--- src/rtl/dmem_arbiter_if.sv ---
`default_nettype none
// ============================================================================
// Module      : dmem_arbiter_if
// Description : Bus bundle for dmem_arbiter.
//               Core side   : C_WE, C_RE, C_ADDR, C_WDATA, C_WSTB -> C_RDATA, C_STALL
//               DMA side    : D_REQ, D_WE, D_ADDR, D_WDATA, D_WSTB -> D_ACK, D_RDATA, D_RVALID
//               Memory side : M_CE, M_ADDR, M_DATAO, M_WSTB <- M_DATAI
//               slave  modport: the arbiter itself.
//               master modport: the surrounding core / DMA / dmem environment.
// Revision    : 1.0 - initial release
// ============================================================================
interface dmem_arbiter_if;
    logic [1:0]  C_WE;
    logic [1:0]  C_RE;
    logic [29:0] C_ADDR;
    logic [31:0] C_WDATA;
    logic [3:0]  C_WSTB;
    logic [31:0] C_RDATA;
    logic        C_STALL;

    logic        D_REQ;
    logic        D_WE;
    logic [29:0] D_ADDR;
    logic [31:0] D_WDATA;
    logic [3:0]  D_WSTB;
    logic        D_ACK;
    logic [31:0] D_RDATA;
    logic        D_RVALID;

    logic        M_CE;
    logic [29:0] M_ADDR;
    logic [31:0] M_DATAO;
    logic [3:0]  M_WSTB;
    logic [31:0] M_DATAI;

    modport slave (
        input  C_WE, C_RE, C_ADDR, C_WDATA, C_WSTB,
        output C_RDATA, C_STALL,
        input  D_REQ, D_WE, D_ADDR, D_WDATA, D_WSTB,
        output D_ACK, D_RDATA, D_RVALID,
        output M_CE, M_ADDR, M_DATAO, M_WSTB,
        input  M_DATAI
    );

    modport master (
        output C_WE, C_RE, C_ADDR, C_WDATA, C_WSTB,
        input  C_RDATA, C_STALL,
        output D_REQ, D_WE, D_ADDR, D_WDATA, D_WSTB,
        input  D_ACK, D_RDATA, D_RVALID,
        input  M_CE, M_ADDR, M_DATAO, M_WSTB,
        output M_DATAI
    );
endinterface
`default_nettype wire

--- src/rtl/dmem_arbiter.sv ---
`default_nettype none
// ============================================================================
// Module      : dmem_arbiter
// Description : Two-master arbiter for the single data-memory port. The core
//               MEM-stage access has fixed priority; a word-wide secondary
//               master (loader / DMA) gets the port in core-idle cycles.
//               With DMEM_ARB_STARVE_EN defined, a starvation counter forces
//               a DMA grant (stalling the core one cycle) after STARVE_LIMIT
//               consecutive cycles of DMA waiting.
//               Ports : CLK, RSTN (async active-low), bus (dmem_arbiter_if.slave)
//               Params: DMEM_BASE (window base, ADDR[31:20] compared),
//                       STARVE_LIMIT (2..255)
//               Macro : DMEM_ARB_STARVE_EN
// Revision    : 1.0 - initial release
// ============================================================================
module dmem_arbiter #(
    parameter logic [31:0] DMEM_BASE    = 32'h0010_0000,
    parameter int          STARVE_LIMIT = 16
) (
    input  wire logic      CLK,
    input  wire logic      RSTN,
    dmem_arbiter_if.slave  bus
);

    typedef enum logic [1:0] {
        OWN_NONE = 2'd0,
        OWN_CORE = 2'd1,
        OWN_DMA  = 2'd2,
        OWN_DMAZ = 2'd3
    } owner_t;

    // Word addresses are [31:2], so byte-address bits [31:20] sit at [29:18].
    localparam logic [11:0] c_WIN = DMEM_BASE[31:20];

    logic   w_core_req;
    logic   w_core_wr;
    logic   w_dma_hit;
    logic   w_dma_req;
    logic   w_dma_oow;
    logic   w_force;
    logic   w_dma_win;
    logic   w_core_win;
    owner_t r_rd_owner;
    owner_t w_rd_owner_nxt;

    assign w_core_req = ((|bus.C_WE) | (|bus.C_RE)) & (bus.C_ADDR[29:18] == c_WIN);
    assign w_core_wr  = |bus.C_WE;
    assign w_dma_hit  = (bus.D_ADDR[29:18] == c_WIN);
    assign w_dma_req  = bus.D_REQ & w_dma_hit;
    // Out-of-window DMA access is acknowledged without touching the memory.
    assign w_dma_oow  = bus.D_REQ & ~w_dma_hit;

`ifdef DMEM_ARB_STARVE_EN
    localparam logic [7:0] c_SAT = 8'(STARVE_LIMIT - 1);

    logic [7:0] r_starve_cnt;

    assign w_force = w_dma_req & (r_starve_cnt == c_SAT);

    // Counts consecutive cycles a DMA request was denied; saturates so the
    // force condition stays asserted until the grant clears it.
    always_ff @(posedge CLK or negedge RSTN) begin
        if (!RSTN) begin
            r_starve_cnt <= 8'd0;
        end else if (!w_dma_req || w_dma_win) begin
            r_starve_cnt <= 8'd0;
        end else if (r_starve_cnt != c_SAT) begin
            r_starve_cnt <= r_starve_cnt + 8'd1;
        end
    end
`else
    assign w_force = 1'b0;
`endif

    assign w_dma_win  = w_dma_req & (w_force | ~w_core_req);
    assign w_core_win = w_core_req & ~w_force;

    // Memory-side mux: the winner drives the bus, strobes are zero on reads.
    always_comb begin
        bus.M_ADDR  = bus.C_ADDR;
        bus.M_DATAO = bus.C_WDATA;
        bus.M_WSTB  = 4'h0;
        if (w_dma_win) begin
            bus.M_ADDR  = bus.D_ADDR;
            bus.M_DATAO = bus.D_WDATA;
            bus.M_WSTB  = bus.D_WE ? bus.D_WSTB : 4'h0;
        end else if (w_core_win && w_core_wr) begin
            bus.M_WSTB  = bus.C_WSTB;
        end
    end

    // Handshake outputs are gated by RSTN so they are quiet during reset.
    assign bus.M_CE    = RSTN & (w_dma_win | w_core_win);
    assign bus.D_ACK   = RSTN & (w_dma_win | w_dma_oow);
`ifdef DMEM_ARB_STARVE_EN
    assign bus.C_STALL = RSTN & w_core_req & w_force;
`else
    assign bus.C_STALL = 1'b0;
`endif

    // Read-owner tracking. A DMA read (real or out-of-window) takes precedence
    // over a concurrent core read here: C_RDATA is unconditional, so only the
    // DMA needs the owner to qualify its data.
    always_comb begin
        w_rd_owner_nxt = OWN_NONE;
        if (w_dma_win && !bus.D_WE) begin
            w_rd_owner_nxt = OWN_DMA;
        end else if (w_dma_oow && !bus.D_WE) begin
            w_rd_owner_nxt = OWN_DMAZ;
        end else if (w_core_win && !w_core_wr) begin
            w_rd_owner_nxt = OWN_CORE;
        end
    end

    always_ff @(posedge CLK or negedge RSTN) begin
        if (!RSTN) begin
            r_rd_owner <= OWN_NONE;
        end else begin
            r_rd_owner <= w_rd_owner_nxt;
        end
    end

    assign bus.D_RDATA  = (r_rd_owner == OWN_DMA) ? bus.M_DATAI : 32'h0;
    assign bus.D_RVALID = (r_rd_owner == OWN_DMA) || (r_rd_owner == OWN_DMAZ);
    assign bus.C_RDATA  = bus.M_DATAI;

endmodule
`default_nettype wire

--- src/flat_wrapper.sv ---
// flat-port wrapper written by rule: the top's interface ports become plain ports
module dmem_arbiter_flat 
#(
    parameter logic [31:0] DMEM_BASE    = 32'h0010_0000,
    parameter int          STARVE_LIMIT = 16
)
  (CLK, RSTN, bus_C_WE, bus_C_RE, bus_C_ADDR, bus_C_WDATA, bus_C_WSTB, bus_C_RDATA, bus_C_STALL, bus_D_REQ, bus_D_WE, bus_D_ADDR, bus_D_WDATA, bus_D_WSTB, bus_D_ACK, bus_D_RDATA, bus_D_RVALID, bus_M_CE, bus_M_ADDR, bus_M_DATAO, bus_M_WSTB, bus_M_DATAI);
  dmem_arbiter_if bus_i ();
  input  wire logic CLK;
  input  wire logic RSTN;
  input wire logic [$bits(bus_i.C_WE)-1:0] bus_C_WE;
  input wire logic [$bits(bus_i.C_RE)-1:0] bus_C_RE;
  input wire logic [$bits(bus_i.C_ADDR)-1:0] bus_C_ADDR;
  input wire logic [$bits(bus_i.C_WDATA)-1:0] bus_C_WDATA;
  input wire logic [$bits(bus_i.C_WSTB)-1:0] bus_C_WSTB;
  output wire logic [$bits(bus_i.C_RDATA)-1:0] bus_C_RDATA;
  output wire logic [$bits(bus_i.C_STALL)-1:0] bus_C_STALL;
  input wire logic [$bits(bus_i.D_REQ)-1:0] bus_D_REQ;
  input wire logic [$bits(bus_i.D_WE)-1:0] bus_D_WE;
  input wire logic [$bits(bus_i.D_ADDR)-1:0] bus_D_ADDR;
  input wire logic [$bits(bus_i.D_WDATA)-1:0] bus_D_WDATA;
  input wire logic [$bits(bus_i.D_WSTB)-1:0] bus_D_WSTB;
  output wire logic [$bits(bus_i.D_ACK)-1:0] bus_D_ACK;
  output wire logic [$bits(bus_i.D_RDATA)-1:0] bus_D_RDATA;
  output wire logic [$bits(bus_i.D_RVALID)-1:0] bus_D_RVALID;
  output wire logic [$bits(bus_i.M_CE)-1:0] bus_M_CE;
  output wire logic [$bits(bus_i.M_ADDR)-1:0] bus_M_ADDR;
  output wire logic [$bits(bus_i.M_DATAO)-1:0] bus_M_DATAO;
  output wire logic [$bits(bus_i.M_WSTB)-1:0] bus_M_WSTB;
  input wire logic [$bits(bus_i.M_DATAI)-1:0] bus_M_DATAI;
  assign bus_i.C_WE = bus_C_WE;
  assign bus_i.C_RE = bus_C_RE;
  assign bus_i.C_ADDR = bus_C_ADDR;
  assign bus_i.C_WDATA = bus_C_WDATA;
  assign bus_i.C_WSTB = bus_C_WSTB;
  assign bus_C_RDATA = bus_i.C_RDATA;
  assign bus_C_STALL = bus_i.C_STALL;
  assign bus_i.D_REQ = bus_D_REQ;
  assign bus_i.D_WE = bus_D_WE;
  assign bus_i.D_ADDR = bus_D_ADDR;
  assign bus_i.D_WDATA = bus_D_WDATA;
  assign bus_i.D_WSTB = bus_D_WSTB;
  assign bus_D_ACK = bus_i.D_ACK;
  assign bus_D_RDATA = bus_i.D_RDATA;
  assign bus_D_RVALID = bus_i.D_RVALID;
  assign bus_M_CE = bus_i.M_CE;
  assign bus_M_ADDR = bus_i.M_ADDR;
  assign bus_M_DATAO = bus_i.M_DATAO;
  assign bus_M_WSTB = bus_i.M_WSTB;
  assign bus_i.M_DATAI = bus_M_DATAI;
  dmem_arbiter #(.DMEM_BASE(DMEM_BASE), .STARVE_LIMIT(STARVE_LIMIT)) u_core (.CLK(CLK), .RSTN(RSTN), .bus(bus_i));
endmodule
--- config.mk ---
export PLATFORM = sky130hd
export DESIGN_NAME = dmem_arbiter_flat
export DESIGN_NICKNAME = d
export VERILOG_FILES = /design/src/rtl/dmem_arbiter_if.sv /design/src/rtl/dmem_arbiter.sv /design/src/flat_wrapper.sv
export SDC_FILE = /design/constraint.sdc
export NUM_CORES = 1
export LEC_CHECK = 0
export ABC_AREA = 0
export CAP_MARGIN = 20
export CORE_AREA = 3 3 117 119
export CTS_CLUSTER_DIAMETER = 60
export CTS_CLUSTER_SIZE = 10
export DETAILED_ROUTE_END_ITERATION = 12
export DIE_AREA = 0 0 120 122
export GPL_ROUTABILITY_DRIVEN = 0
export GPL_TIMING_DRIVEN = 0
export MAX_ROUTING_LAYER = met4
export PLACE_DENSITY = 0.65
export SLEW_MARGIN = 0
export SYNTH_ARGS = -nofsm -noshare
export SYNTH_HDL_FRONTEND = slang
export SYNTH_SLANG_ARGS = --single-unit
--- constraint.sdc ---
create_clock -name CLK -period 5.7 [get_ports CLK]
set_input_delay 0.855 -clock CLK [delete_from_list [all_inputs] [get_ports CLK]]
set_output_delay 0.855 -clock CLK [all_outputs]
set_load 0.02 [all_outputs]
Yosys cells after proc, flatten, opt, wreduce, memory -nomap -nowiden
Cells that the tools add are included.
{"block": "word_totals", "regBits": 2, "input_bits": 172, "out_inout_bits": 134}
{"block": "classes", "eq_ne": 4, "n_mux": 9, "bitwise_logic": 11, "n_reduce_logical": 9}
{"cell": "$mux 32", "count": 2}
{"cell": "$mux 30", "count": 1}
{"cell": "$eq 12x1->1 const B", "count": 2}
{"cell": "$mux 4", "count": 3}
{"cell": "$and 1x1->1", "count": 6}
{"cell": "$eq 2x2->1 const B", "count": 2}
{"cell": "$logic_and 1x1->1", "count": 4}
{"cell": "$mux 2", "count": 2}
{"cell": "$reduce_or 2->1", "count": 2}
{"cell": "$or 1x1->1", "count": 3}
{"cell": "$logic_not 1->1", "count": 2}
{"cell": "$not 1->1", "count": 2}
{"cell": "$logic_or 1x1->1", "count": 1}
{"cell": "$mux 1", "count": 1}

Longest topological paths before layout
{"block": "depth", "ltp_word": 7, "depth_mapped": 6, "depth_no_buf": 4}

Worst setup path after synthesis
No wires, ideal clock.
{"block": "synth_timing", "path_kind": "input-to-output", "startpoint": "input bus_C_WE[1]", "endpoint": "output bus_M_ADDR[0]", "t_arrival_ns": 2.331, "t_required_ns": 4.845, "setup_slack_ns": 2.514, "path_stages": 6, "n_path_buf": 2, "cell_sequence": "or4_4 -> nand4_2 -> and3_4 -> buf_12 -> buf_12 -> mux2_4"}
{"block": "synth_between", "elab_chain_len": 6}
{"item": "start, declared", "line_no": "flat_wrapper.sv:11", "rtl": "input wire logic [$bits(bus_i.C_WE)-1:0] bus_C_WE;"}
{"item": "$reduce_or 2->1", "line_no": "dmem_arbiter.sv:46", "rtl": "assign w_core_req = ((|bus.C_WE) | (|bus.C_RE)) & (bus.C_ADDR[29:18] == c_WIN);"}
{"item": "$or 1x1->1", "line_no": "dmem_arbiter.sv:46"}
{"item": "$and 1x1->1", "line_no": "dmem_arbiter.sv:46"}
{"item": "$not 1->1", "line_no": "dmem_arbiter.sv:75", "rtl": "assign w_dma_win = w_dma_req & (w_force | ~w_core_req);"}
{"item": "$and 1x1->1", "line_no": "dmem_arbiter.sv:75"}
{"item": "$mux 30", "line_no": "dmem_arbiter.sv:83", "rtl": "if (w_dma_win) begin"}
{"item": "end, declared", "line_no": "flat_wrapper.sv:27", "rtl": "output wire logic [$bits(bus_i.M_ADDR)-1:0] bus_M_ADDR;"}
Every way passes these cells.

Worst setup path after layout
{"block": "layout_timing", "startpoint": "input bus_D_ADDR[19]", "endpoint": "output bus_M_DATAO[3]"}
{"block": "layout_between", "elab_chain_len": 4}
{"item": "start, declared", "line_no": "flat_wrapper.sv:20", "rtl": "input wire logic [$bits(bus_i.D_ADDR)-1:0] bus_D_ADDR;"}
{"item": "$eq 12x1->1", "line_no": "dmem_arbiter.sv:48", "rtl": "assign w_dma_hit = (bus.D_ADDR[29:18] == c_WIN);"}
{"item": "$and 1x1->1", "line_no": "dmem_arbiter.sv:49", "rtl": "assign w_dma_req = bus.D_REQ & w_dma_hit;"}
{"item": "$and 1x1->1", "line_no": "dmem_arbiter.sv:75"}
{"item": "$mux 32", "line_no": "dmem_arbiter.sv:83"}
{"item": "end, declared", "line_no": "flat_wrapper.sv:28", "rtl": "output wire logic [$bits(bus_i.M_DATAO)-1:0] bus_M_DATAO;"}
Every way passes these cells.

==> results by group <==
Global route
  – GRT busiest layer: met2
  – Vias in the first global route: between 2k and 3k
  – Largest net degree at the start of global routing: 11
  – Total grt overflow: 0
  – Initial antenna violation count: 0
  – GR Util All Layers: a little under an eighth
  – First-pass GRT wire length: approximately 13 mm
  – Met3 Usage GRT: under 10%
  – Met1 usage: 11.6%
  – Met2 Track Usage GR: 23.2%

Yosys
  – Sequential cell area fraction in the yosys report: between 2 and 3%
  – Ys Warns: 0
  – Cells after synthesis: 176
  – Synthesized area per cell: 9.66 um^2
  – Mapped Area: roughly 0.0017 mm^2
  – Netlist cell types: 27
  – Seq cells post-synth: 2
  – Syn Nets: 348

Power
  – Combinational power share: 73.6%
  – Power Internal: 323 uW
  – Share of power burned in registers: ~3.4%
  – Sw frac: between 20% and 30%
  – Switch Pwr: about 130 uW
  – Clock Power Share: roughly 23%
  – Leakage: about 0.0020 uW
  – VDD IR max: about 100 uV
  – Pwr dens: approximately 90 mW/mm^2

Clock network
  – Cts hold-fix bufs: 0
  – CTS H-tree lvls: 1
  – Max clock buf depth: 2
  – CTS tree: done
  – CTS root buf: clkbuf_16
  – Clock Sinks: 2
  – Clock transition at path regs: 30 ps
  – CTS buffer count: 3
  – Cts repair resizes: 0
  – Setup Fix Bufs, Post-CTS: 0

Setup path
  – CP Max Fanout: 10
  – CP Class: in -> out
  – Crit end category: output pin
  – Req. time, crit path: ~4900 ps
  – Startpoint Class: primary input
  – Critical Path AT: approximately 3500 ps

Finish
  – Most frequent cells in the layout: 304 x clkdlybuf4s50_1, 50 x mux2_4, 34 x buf_4, 34 x and2_1, 10 x nor2b_1
  – Fillers: approximately 1.3k
  – Ant. Diodes: 0
  – Max reg flops: 2
  – Top reg by flops: u_core.r_rd_owner
  – Share of layout cells above drive strength 1: between 20% and 30%
  – Nets@finish: 657
  – Final core utilization: between 30% and 40%
  – Most common cell after layout, fill and taps aside: clkdlybuf4s50_1
  – Largest regs: u_core.r_rd_owner: 2 flops
  – Layout area overhead: 196%

Detailed routing
  – Final ANT Viol Nets: 0
  – Vias after detailed routing: 2,399
  – # DRC: 0
  – Pre-Repair DR Iteration Count: 4
  – Post-DR wirelength/cell: between 10 and 15 um
  – Drt total wl: 9.45 mm
  – Via density: about 3.7
  – DRT iter0 DRCs: 63

STA
  – Max_slew headroom: about three fifths
  – Final period util: 76.3%
  – Fin. Hold Viols: 0
  – RSZ-0062 raised after global routing: false
  – Fmax: about 0.23 GHz
  – Worst slew pin tran: ~570 ps
  – TNS Setup: 0 ps
  – Endpoints failing setup: 0
  – Slew Limit Fails: 0
  – Final min period: about 4300 ps

Placed design
  – DP Wirelength: approximately 8.5 mm
  – Number of port buffers: a little over 300

Job
  – # Max-Cap Violations: 0

Status
  – Status: finished, final reports clean

Floorplan
  – Core footprint: around 0.013 mm^2
  – Die Height: about 120 um
  – Initial core utilization: 13.4%
  – # IOs: between 300 and 400
  – Die X: 120 um
  – FP Rows: 41
  – Die ar.: ~0.015 mm^2

Hold path
  – Hold WC Path Type: in -> async
final cells by class:
class,instances,area [um^2],share of cell area (%)
Multi-Input combinational cell,128,1250,24.9
Clock buffer,3,75.1,1.49
Tap cell,172,215,4.28
Buffer,45,394,7.83
Sequential cell,2,50.0,0.994
Inverter,1,3.75,0.0746
Timing Repair Buffer,304,3040,60.5
power groups by stage:
stage / registers (uW) / clock network (uW) / logic [uW]
6_report: 15.3 / 105 / 334
2_1_floorplan: 15.4 / 0 / 121
3_3_place_gp: 15.4 / 0 / 333
3_5_place_dp: 15.4 / 0 / 336
4_1_cts: 15.3 / 107 / 338
5_1_grt: 15.4 / 108 / 351
final timing paths:
kind | endpoint | depth (start not counted) | start | slack, ps
setup / recovery | bus_M_DATAO[3] | 8 | bus_D_ADDR[19] | 1350
hold / removal | u_core.r_rd_owner[0] | 1 | RSTN | 830
max in group asynchronous | u_core.r_rd_owner[1] | 1 | RSTN | 4710
min in group CLK | u_core.r_rd_owner[1] | 4 | bus_D_WE | 1300
critical path: stages:
cell	delay, ps
clkdlybuf4s50_1	440
nor4b_1	510
and3_1	310
and3_4	210
buf_12	140
buf_12	150
mux2_4	310
clkdlybuf4s50_1	550
per-layer routing:
layer  part of all wire [%]  wire [um]
met1                     36       3370
met2                     54       5120
met3                    9.4        890
met4                   0.61         58
met5                      0          0
through the flow:
step,power (uW),std cells,worst slack (ps),area (um^2),hold WS (ps)
finish,454,655,1350,5030,835
global route,474,655,1260,5030,842
CTS,460,655,1280,5030,833
detailed placement,351,652,1270,4960,1060
global placement,349,652,1340,4960,1050
floorplan,136,176,2510,1700,559
logic make-up (layout without fill, tap and decap cells):
| kind of cell | after synthesis | in the layout | share of synthesized area, % |
|---|---|---|---|
| AOI/OAI and AO/OA | 8 | 8 | 2.58 |
| muxes | 50 | 50 | 44.2 |
| other | 1 | 1 | 0.221 |
| DFF | 2 | 2 | 2.94 |
| and+or+nand+nor | 69 | 69 | 26.7 |
| buffers and inverters | 46 | 353 | 23.4 |
cells in the mapped netlist (all sizes together):
library cell	count	area share (%)
o22ai	1	0.37
and3	2	1.0
nand2	6	1.3
a21oi	2	0.59
dfrtp	2	2.9
and2	34	13
nor2b	10	3.7
a21boi	1	0.44
conb	1	0.22
o21ai	4	1.2
nor4b	2	1.4
or2	3	1.1
buf	40	22
or4	1	0.66
clkbuf	5	1.1
nor4	4	2.2
and4	1	0.52
mux2	50	44
nand4	2	1.1
nand3	4	1.2
inv	1	0.22
(Power assumes the default switching activity.)
